### src/rtl/apb_master.sv
// apb_master: single-outstanding APB requester with valid/ready command and response ports.
module apb_master #(
  parameter int ADDR_WIDTH     = 12,
  parameter int DATA_WIDTH     = 32,
  parameter int TIMEOUT_CYCLES = 256
) (
  input  logic                    clk,
  input  logic                    preset_n,
  input  logic                    cmd_valid,
  output logic                    cmd_ready,
  input  logic                    cmd_write,
  input  logic [ADDR_WIDTH-1:0]   cmd_addr,
  input  logic [DATA_WIDTH-1:0]   cmd_wdata,
  input  logic [DATA_WIDTH/8-1:0] cmd_strb,
  output logic                    rsp_valid,
  input  logic                    rsp_ready,
  output logic [DATA_WIDTH-1:0]   rsp_rdata,
  output logic                    rsp_slverr,
  output logic                    rsp_timeout,
  output logic                    psel,
  output logic                    penable,
  output logic                    pwrite,
  output logic [ADDR_WIDTH-1:0]   paddr,
  output logic [DATA_WIDTH/8-1:0] pstrb,
  output logic [DATA_WIDTH-1:0]   pwdata,
  input  logic [DATA_WIDTH-1:0]   prdata,
  input  logic                    pready,
  input  logic                    pslverr
);
  localparam int SW = DATA_WIDTH / 8;
  localparam int CW = TIMEOUT_CYCLES > 1 ? $clog2(TIMEOUT_CYCLES) : 1;
  typedef enum logic [1:0] {IDLE, SETUP, ACCESS, RESP} state_t;
  state_t                state_q, state_d;
  logic [CW-1:0]         cnt_q, cnt_d;
  logic                  cmd_ready_q, cmd_ready_d, psel_q, psel_d, penable_q, penable_d;
  logic                  pwrite_q, pwrite_d, rsp_valid_q, rsp_valid_d;
  logic                  rsp_slverr_q, rsp_slverr_d, rsp_timeout_q, rsp_timeout_d;
  logic [ADDR_WIDTH-1:0] paddr_q, paddr_d;
  logic [SW-1:0]         pstrb_q, pstrb_d;
  logic [DATA_WIDTH-1:0] pwdata_q, pwdata_d, rsp_rdata_q, rsp_rdata_d;
  logic                  expired;
  // The counter holds the number of pready-low access cycles already seen
  assign expired = TIMEOUT_CYCLES > 0 && int'(cnt_q) == TIMEOUT_CYCLES - 1;
  always_comb begin
    state_d       = state_q;
    cnt_d         = cnt_q;
    cmd_ready_d   = cmd_ready_q;
    psel_d        = psel_q;
    penable_d     = penable_q;
    pwrite_d      = pwrite_q;
    paddr_d       = paddr_q;
    pstrb_d       = pstrb_q;
    pwdata_d      = pwdata_q;
    rsp_valid_d   = rsp_valid_q;
    rsp_rdata_d   = rsp_rdata_q;
    rsp_slverr_d  = rsp_slverr_q;
    rsp_timeout_d = rsp_timeout_q;
    case (state_q)
      IDLE: begin
        cmd_ready_d = 1'b1;
        if (cmd_valid && cmd_ready_q) begin
          state_d     = SETUP;
          cmd_ready_d = 1'b0;
          psel_d      = 1'b1;
          pwrite_d    = cmd_write;
          paddr_d     = cmd_addr;
          pstrb_d     = cmd_write ? cmd_strb : '0;
          pwdata_d    = cmd_write ? cmd_wdata : '0;
        end
      end
      SETUP: begin
        state_d   = ACCESS;
        penable_d = 1'b1;
      end
      ACCESS: begin
        if (pready || expired) begin
          state_d       = RESP;
          cnt_d         = '0;
          psel_d        = 1'b0;
          penable_d     = 1'b0;
          rsp_valid_d   = 1'b1;
          rsp_rdata_d   = (pready && !pwrite_q) ? prdata : '0;
          rsp_slverr_d  = pready ? pslverr : 1'b1;
          rsp_timeout_d = !pready;
        end else
          cnt_d = cnt_q + 1'b1;
      end
      default: begin
        if (rsp_ready) begin
          state_d     = IDLE;
          rsp_valid_d = 1'b0;
          cmd_ready_d = 1'b1;
        end
      end
    endcase
  end
  always_ff @(posedge clk or negedge preset_n) begin
    if (!preset_n) begin
      state_q       <= IDLE;
      cnt_q         <= '0;
      cmd_ready_q   <= 1'b0;
      psel_q        <= 1'b0;
      penable_q     <= 1'b0;
      pwrite_q      <= 1'b0;
      paddr_q       <= '0;
      pstrb_q       <= '0;
      pwdata_q      <= '0;
      rsp_valid_q   <= 1'b0;
      rsp_rdata_q   <= '0;
      rsp_slverr_q  <= 1'b0;
      rsp_timeout_q <= 1'b0;
    end else begin
      state_q       <= state_d;
      cnt_q         <= cnt_d;
      cmd_ready_q   <= cmd_ready_d;
      psel_q        <= psel_d;
      penable_q     <= penable_d;
      pwrite_q      <= pwrite_d;
      paddr_q       <= paddr_d;
      pstrb_q       <= pstrb_d;
      pwdata_q      <= pwdata_d;
      rsp_valid_q   <= rsp_valid_d;
      rsp_rdata_q   <= rsp_rdata_d;
      rsp_slverr_q  <= rsp_slverr_d;
      rsp_timeout_q <= rsp_timeout_d;
    end
  end
  assign cmd_ready   = cmd_ready_q;
  assign psel        = psel_q;
  assign penable     = penable_q;
  assign pwrite      = pwrite_q;
  assign paddr       = paddr_q;
  assign pstrb       = pstrb_q;
  assign pwdata      = pwdata_q;
  assign rsp_valid   = rsp_valid_q;
  assign rsp_rdata   = rsp_rdata_q;
  assign rsp_slverr  = rsp_slverr_q;
  assign rsp_timeout = rsp_timeout_q;
endmodule

### config.mk
export PLATFORM = sky130hd
export DESIGN_NAME = apb_master
export DESIGN_NICKNAME = d
export VERILOG_FILES = /design/src/rtl/apb_master.sv
export SDC_FILE = /design/constraint.sdc
export NUM_CORES = 1
export LEC_CHECK = 0
export CAP_MARGIN = 20
export CORE_ASPECT_RATIO = 0.9
export CORE_MARGIN = 8
export CORE_UTILIZATION = 48
export CTS_BUF_LIST = sky130_fd_sc_hd__clkbuf_4
export DETAILED_ROUTE_END_ITERATION = 12
export GPL_TIMING_DRIVEN = 1
export PLACE_DENSITY = 0.95
export SLEW_MARGIN = 5
export SYNTH_ARGS = -nofsm -noshare
export SYNTH_HDL_FRONTEND = slang
export SYNTH_SLANG_ARGS = --single-unit
export TNS_END_PERCENT = 20
### constraint.sdc
create_clock -name clk -period 4.4 [get_ports clk]
set_input_delay 0.88 -clock clk [delete_from_list [all_inputs] [get_ports clk]]
set_output_delay 0.88 -clock clk [all_outputs]
set_load 0.05 [all_outputs]
* Yosys cells after proc, flatten, opt, wreduce, memory -nomap -nowiden
Index checks and enable logic that the tools add are counted.
** Word-level totals
- Bits in writable memories :: 0
- Bits in latches :: 0
- Input bits :: 87
- Bits in registers :: 97
- Output and inout port bits :: 87
- ROM bits :: 0
- Memories kept :: 0
** Cells by class
- Eq/ne operators :: 5
- Add/subtract/negate cells :: 1
- Bitwise gates (word level) :: 2
- Multipliers :: 0
- Div/mod/pow operators :: 0
- Reductions and logical operators :: 20
- Shifts and indexed selects :: 0
- Magnitude comparators :: 0
- Mux-type cells :: 19
** Operator list (count)
- 32-bit 2-to-1 mux :: 2
- 3-bit AND reduction :: 3
- 8-bit by 1-bit adder with 8-bit output (second input constant) :: 1
- 8-bit by 1-bit == test with 1-bit output (second input constant) :: 1
- 8-bit 2-to-1 mux :: 1
- 1-bit one-hot mux with 2 select lines :: 4
- 2-bit AND reduction :: 4
- 2-bit nonzero test :: 4
- 1-bit 2-to-1 mux :: 7
- 2-bit 2-to-1 mux :: 3
- 2-bit one-hot mux with 3 select lines :: 1
- 4-bit 2-to-1 mux :: 1
- 2-bit inequality test (second input constant) :: 2
- 4-bit nonzero test :: 1
- 2-bit OR reduction :: 2
- 2-bit by 1-bit == test with 1-bit output (second input constant) :: 1
- 2-bit == test (second input constant) :: 1
- 1-bit logical AND :: 2
- 1-bit logical NOT :: 2
- 2-bit logical NOT :: 1
- 1-bit NOT :: 2
- 1-bit logical OR :: 1

* Longest topological paths before layout
- Depth after elaboration :: 4
- Depth in mapped cells :: 7

* Worst setup path before layout
No wires, ideal clock.
- Path kind :: input to register
- Start :: in pready
- End :: reg rsp_rdata_q[1], in the netlist rsp_rdata[1]
- Slack :: 2.511 ns
- Setup time :: 0.127 ns
- Arrival :: 1.763 ns
- Stages :: 5
- Required time :: 4.273 ns
- Cell sequence :: buf_2 > nand2_1 > nor2_1 > buf_2 > a221o_2
** On the way
- Cells in the longest elaborated chain, start to end :: 2
- Elaborated cells between the ends (all ways) :: 4
- Those cells by class :: 1 x mux; 3 x reduce/logical
** RTL lines
- start, declared :: RTL line 27 : input logic pready,
- 1-bit logical AND / 1-bit logical OR (equally long branches) :: RTL line 82, 76
- 32-bit 2-to-1 mux / 2-bit AND reduction (equally long branches)
- end signal, assigned :: RTL line 123 : rsp_rdata_q <= rsp_rdata_d;
- end, declared :: RTL line 40 : logic [DATA_WIDTH-1:0] pwdata_q, pwdata_d, rsp_rdata_q, rsp_rdata_d;
Parallel ways exist; a longest one is shown, timed or not.
A chain may end at the register's enable or synchronous reset.

* Final worst setup path
- Start :: reg cmd_ready_q, in the netlist cmd_ready
- End :: out cmd_ready
** RTL lines
- start, declared :: RTL line 35 : logic cmd_ready_q, cmd_ready_d, psel_q, psel_d, penable_q, penable_d;
- start signal, assigned :: RTL line 115 : cmd_ready_q <= cmd_ready_d;
- end, declared :: RTL line 10 : output logic cmd_ready,
No word-level cell between the ends.

==> key figures <==
Finish
  • Register area: around 2400 µm²
  • Multi-input combinational cell area: roughly 1600 µm²
  • Antenna Cells: 0
  • Most frequent cells in the layout: clkdlybuf4s50_1, dfrtp_1, nand2_1
  • Share of cells above drive strength 1: approximately 9%
  • Synth-to-Final Area Change: 46.07%
  • Filler cells: slightly above 600
  • Nets: 643
  • Commonest non-fill, non-tap cell in the layout: clkdlybuf4s50_1

Setup path
  • Critical path type: reg -> out
  • R2R cell count: 6
  • Worst setup path start: cmd_ready
  • Worst r2r src: state_q[0]
  • CP Depth: 1
  • Slowest CP cell: clkdlybuf4s50_1
  • Crit start category: register
  • Crit-path cells: clkdlybuf4s50_1
  • WP data required: about 3500 ps
  • CP bufs+invs: 1
  • Endpoint kind of the worst setup timing path: primary output
  • Critical path's largest stage delay: 850 ps
  • Top Family by Delay on Critical Path: buffers and inverters
  • CP arrival: ~1800 ps
  • CP max FO: 6

Clock network
  • H-tree depth: 3
  • Hold buffers post-CTS: 0
  • Clock Sinks: 97
  • Buffer depth of the longest clock path: 2
  • Clk Tree Root Cell: clkbuf_4
  • CTS buffer count: 9
  • CTS tree: built
  • Setup bufs post-CTS: 0
  • Reg clk slew, reported paths: around 150 ps
  • Post-CTS sizing: 0
  • Clock latency on the worst-skew pair: about 430 ps

Job
  • Max cap viols: 0

STA
  • Total negative slack: 0 ps
  • Worst Skew: 16.16 ps
  • RSZ-0062 raised after global routing: false
  • Final period util: between 50% and 60%
  • Hold_ws: 492.8 ps
  • Fin crit period: around 2600 ps
  • Worst-Margin Slew: 955.0 ps
  • Relative slew slack: between 30 and 40%
  • Setup WS post-layout: around 1800 ps
  • Final setup viols: 0
  • Maximum clock rate: between 0.3 and 0.4 GHz
  • Fin. max-slew vios: 0
  • Final Hold Viols: 0

Power
  • Worst vdd ir: between 500 and 600 µV
  • Leakage: roughly 2.6 nW
  • Pwr per Cell Area: around 820 nW/µm²

Detailed routing
  • Drt pass-1 iters: 4
  • Via density: ~5.4
  • Vias: around 3700
  • Post-route ant nets: 0
  • Residual DRC: 0
  • Routed length per instance: about 19 µm
  • First DRT Iteration DRCs: ~220
  • Drt total wl: around 13000 µm

Die
  • Die W: 115.1 µm
  • Die height: roughly 110 µm
  • IO Pins: between 150 and 200
  • Die area: around 12000 µm²
  • Initial core utilization: around half
  • Core ar.: around 8600 µm²
  • Std cell rows: 32

Status
  • Status: complete, no violations

GRT
  • Vias in the first global route: 3897
  • First-pass GRT wire length: 20320 µm
  • Gr usage total: 21.18%
  • Initial antenna violation count: 0
  • Total gr overflow: 0
  • Largest net degree at the start of global routing: 61

Synth
  • Cell taking the most area after synthesis: dfrtp_1
  • Synthesized instance count: 387
  • Post-synth EDFFs: 0
  • Most common flop cell mapped by yosys: dfrtp_1
  • Sequential share of the synthesized area: between 50% and 60%
  • Synthesized flop and latch total: 97
  • Synth top area share: 57.26%
  • Async set or reset register ratio after synthesis: 100.0%
  • Cells taking the most area after synthesis: dfrtp_1, nand2_1, a221o_1
  • Mapped Area: around 4200 µm²
  • Average cell area after synthesis: between 10 and 15 µm²
  • Yosys cell types: 45
  • Syn. warnings: 0
  • Syn Nets: ~480

Placed design
  • Port bufs: between 150 and 200
  • Dpl hpwl: around 10000 µm
  • GPL Wtd Cong: approximately 0.89
  • Dpl ws: roughly 1600 ps

Worst hold path
  • Hold Path Class: in -> async
cells in the mapped netlist, types with 2 or more instances:
master,count
inv_1,8
dfrtp_1,97
and2b_1,9
a21boi_0,2
ha_1,5
mux2_2,13
buf_6,3
a31oi_1,3
buf_2,12
nand2_1,81
o41ai_1,2
nor2b_1,24
or4_1,2
clkbuf_1,10
a21oi_1,5
o311ai_0,2
nand3_1,4
a221o_1,27
a221o_2,5
nand2b_1,2
o31ai_1,2
o211ai_1,3
o21ai_0,44
layout make-up:
type | instances | share of cell area, %
Clock buffer | 11 | 1.334
Inverter | 9 | 0.5456
Clock inverter | 5 | 1.031
Timing Repair Buffer | 179 | 28.89
Sequential cell | 97 | 39.20
Multi-Input combinational cell | 255 | 26.59
Tap cell | 119 | 2.405
where the power goes:
group          leakage (nW)  internal, W  switching, W
Sequential             1.16      0.00128      0.000291
Clock                0.0777     0.000191      0.000296
Combinational          1.33      0.00109       0.00195
through the flow:
step | std cells | total power, W | utilization, % | instance area (µm²)
floorplan | 387 | 0.003541 | - | 4239
global placement | 657 | 0.004494 | 70.21 | 6016
detailed placement | 659 | 0.004632 | 70.56 | 6046
CTS | 675 | 0.005121 | 72.27 | 6192
global route | 675 | 0.005338 | 72.27 | 6192
finish | 675 | 0.005090 | 72.27 | 6192
sequential cells by signal, indices dropped and copies added (netlist names):
name         count
cnt_q            8
rsp_valid        1
rsp_slverr       1
state_q          2
psel             1
paddr           12
pstrb            4
rsp_rdata       32
pwrite           1
penable          1
pwdata          32
rsp_timeout      1
cmd_ready        1
final timing paths:
| kind | end | slack, ps |
|---|---|---|
| setup reg to reg | cnt_q[7] | 2250 |
| hold reg to reg | pwdata[18] | 500 |
| min in group clk | pwdata[18] | 500 |
| setup / recovery | cmd_ready | 1770 |
| hold / removal | pwdata[8] | 490 |
| max in group asynchronous | pwdata[4] | 2900 |
kinds of logic after synthesis:
group	share of synthesized area (%)
buffers and inverters	4.073
adder cells (fa/ha/maj)	1.476
AND/OR/NAND/NOR	14.91
AO/OA/AOI/OAI	18.60
flip-flops	57.26
multiplexers	3.689
layer usage:
| metal | routed length, µm | track usage, % |
|---|---|---|
| met5 | 0 | 0 |
| met4 | 464 | 9.841 |
| met3 | 816 | 4.891 |
| met2 | 6905 | 38.55 |
| met1 | 4788 | 22.56 |
(Power assumes the default switching activity.)
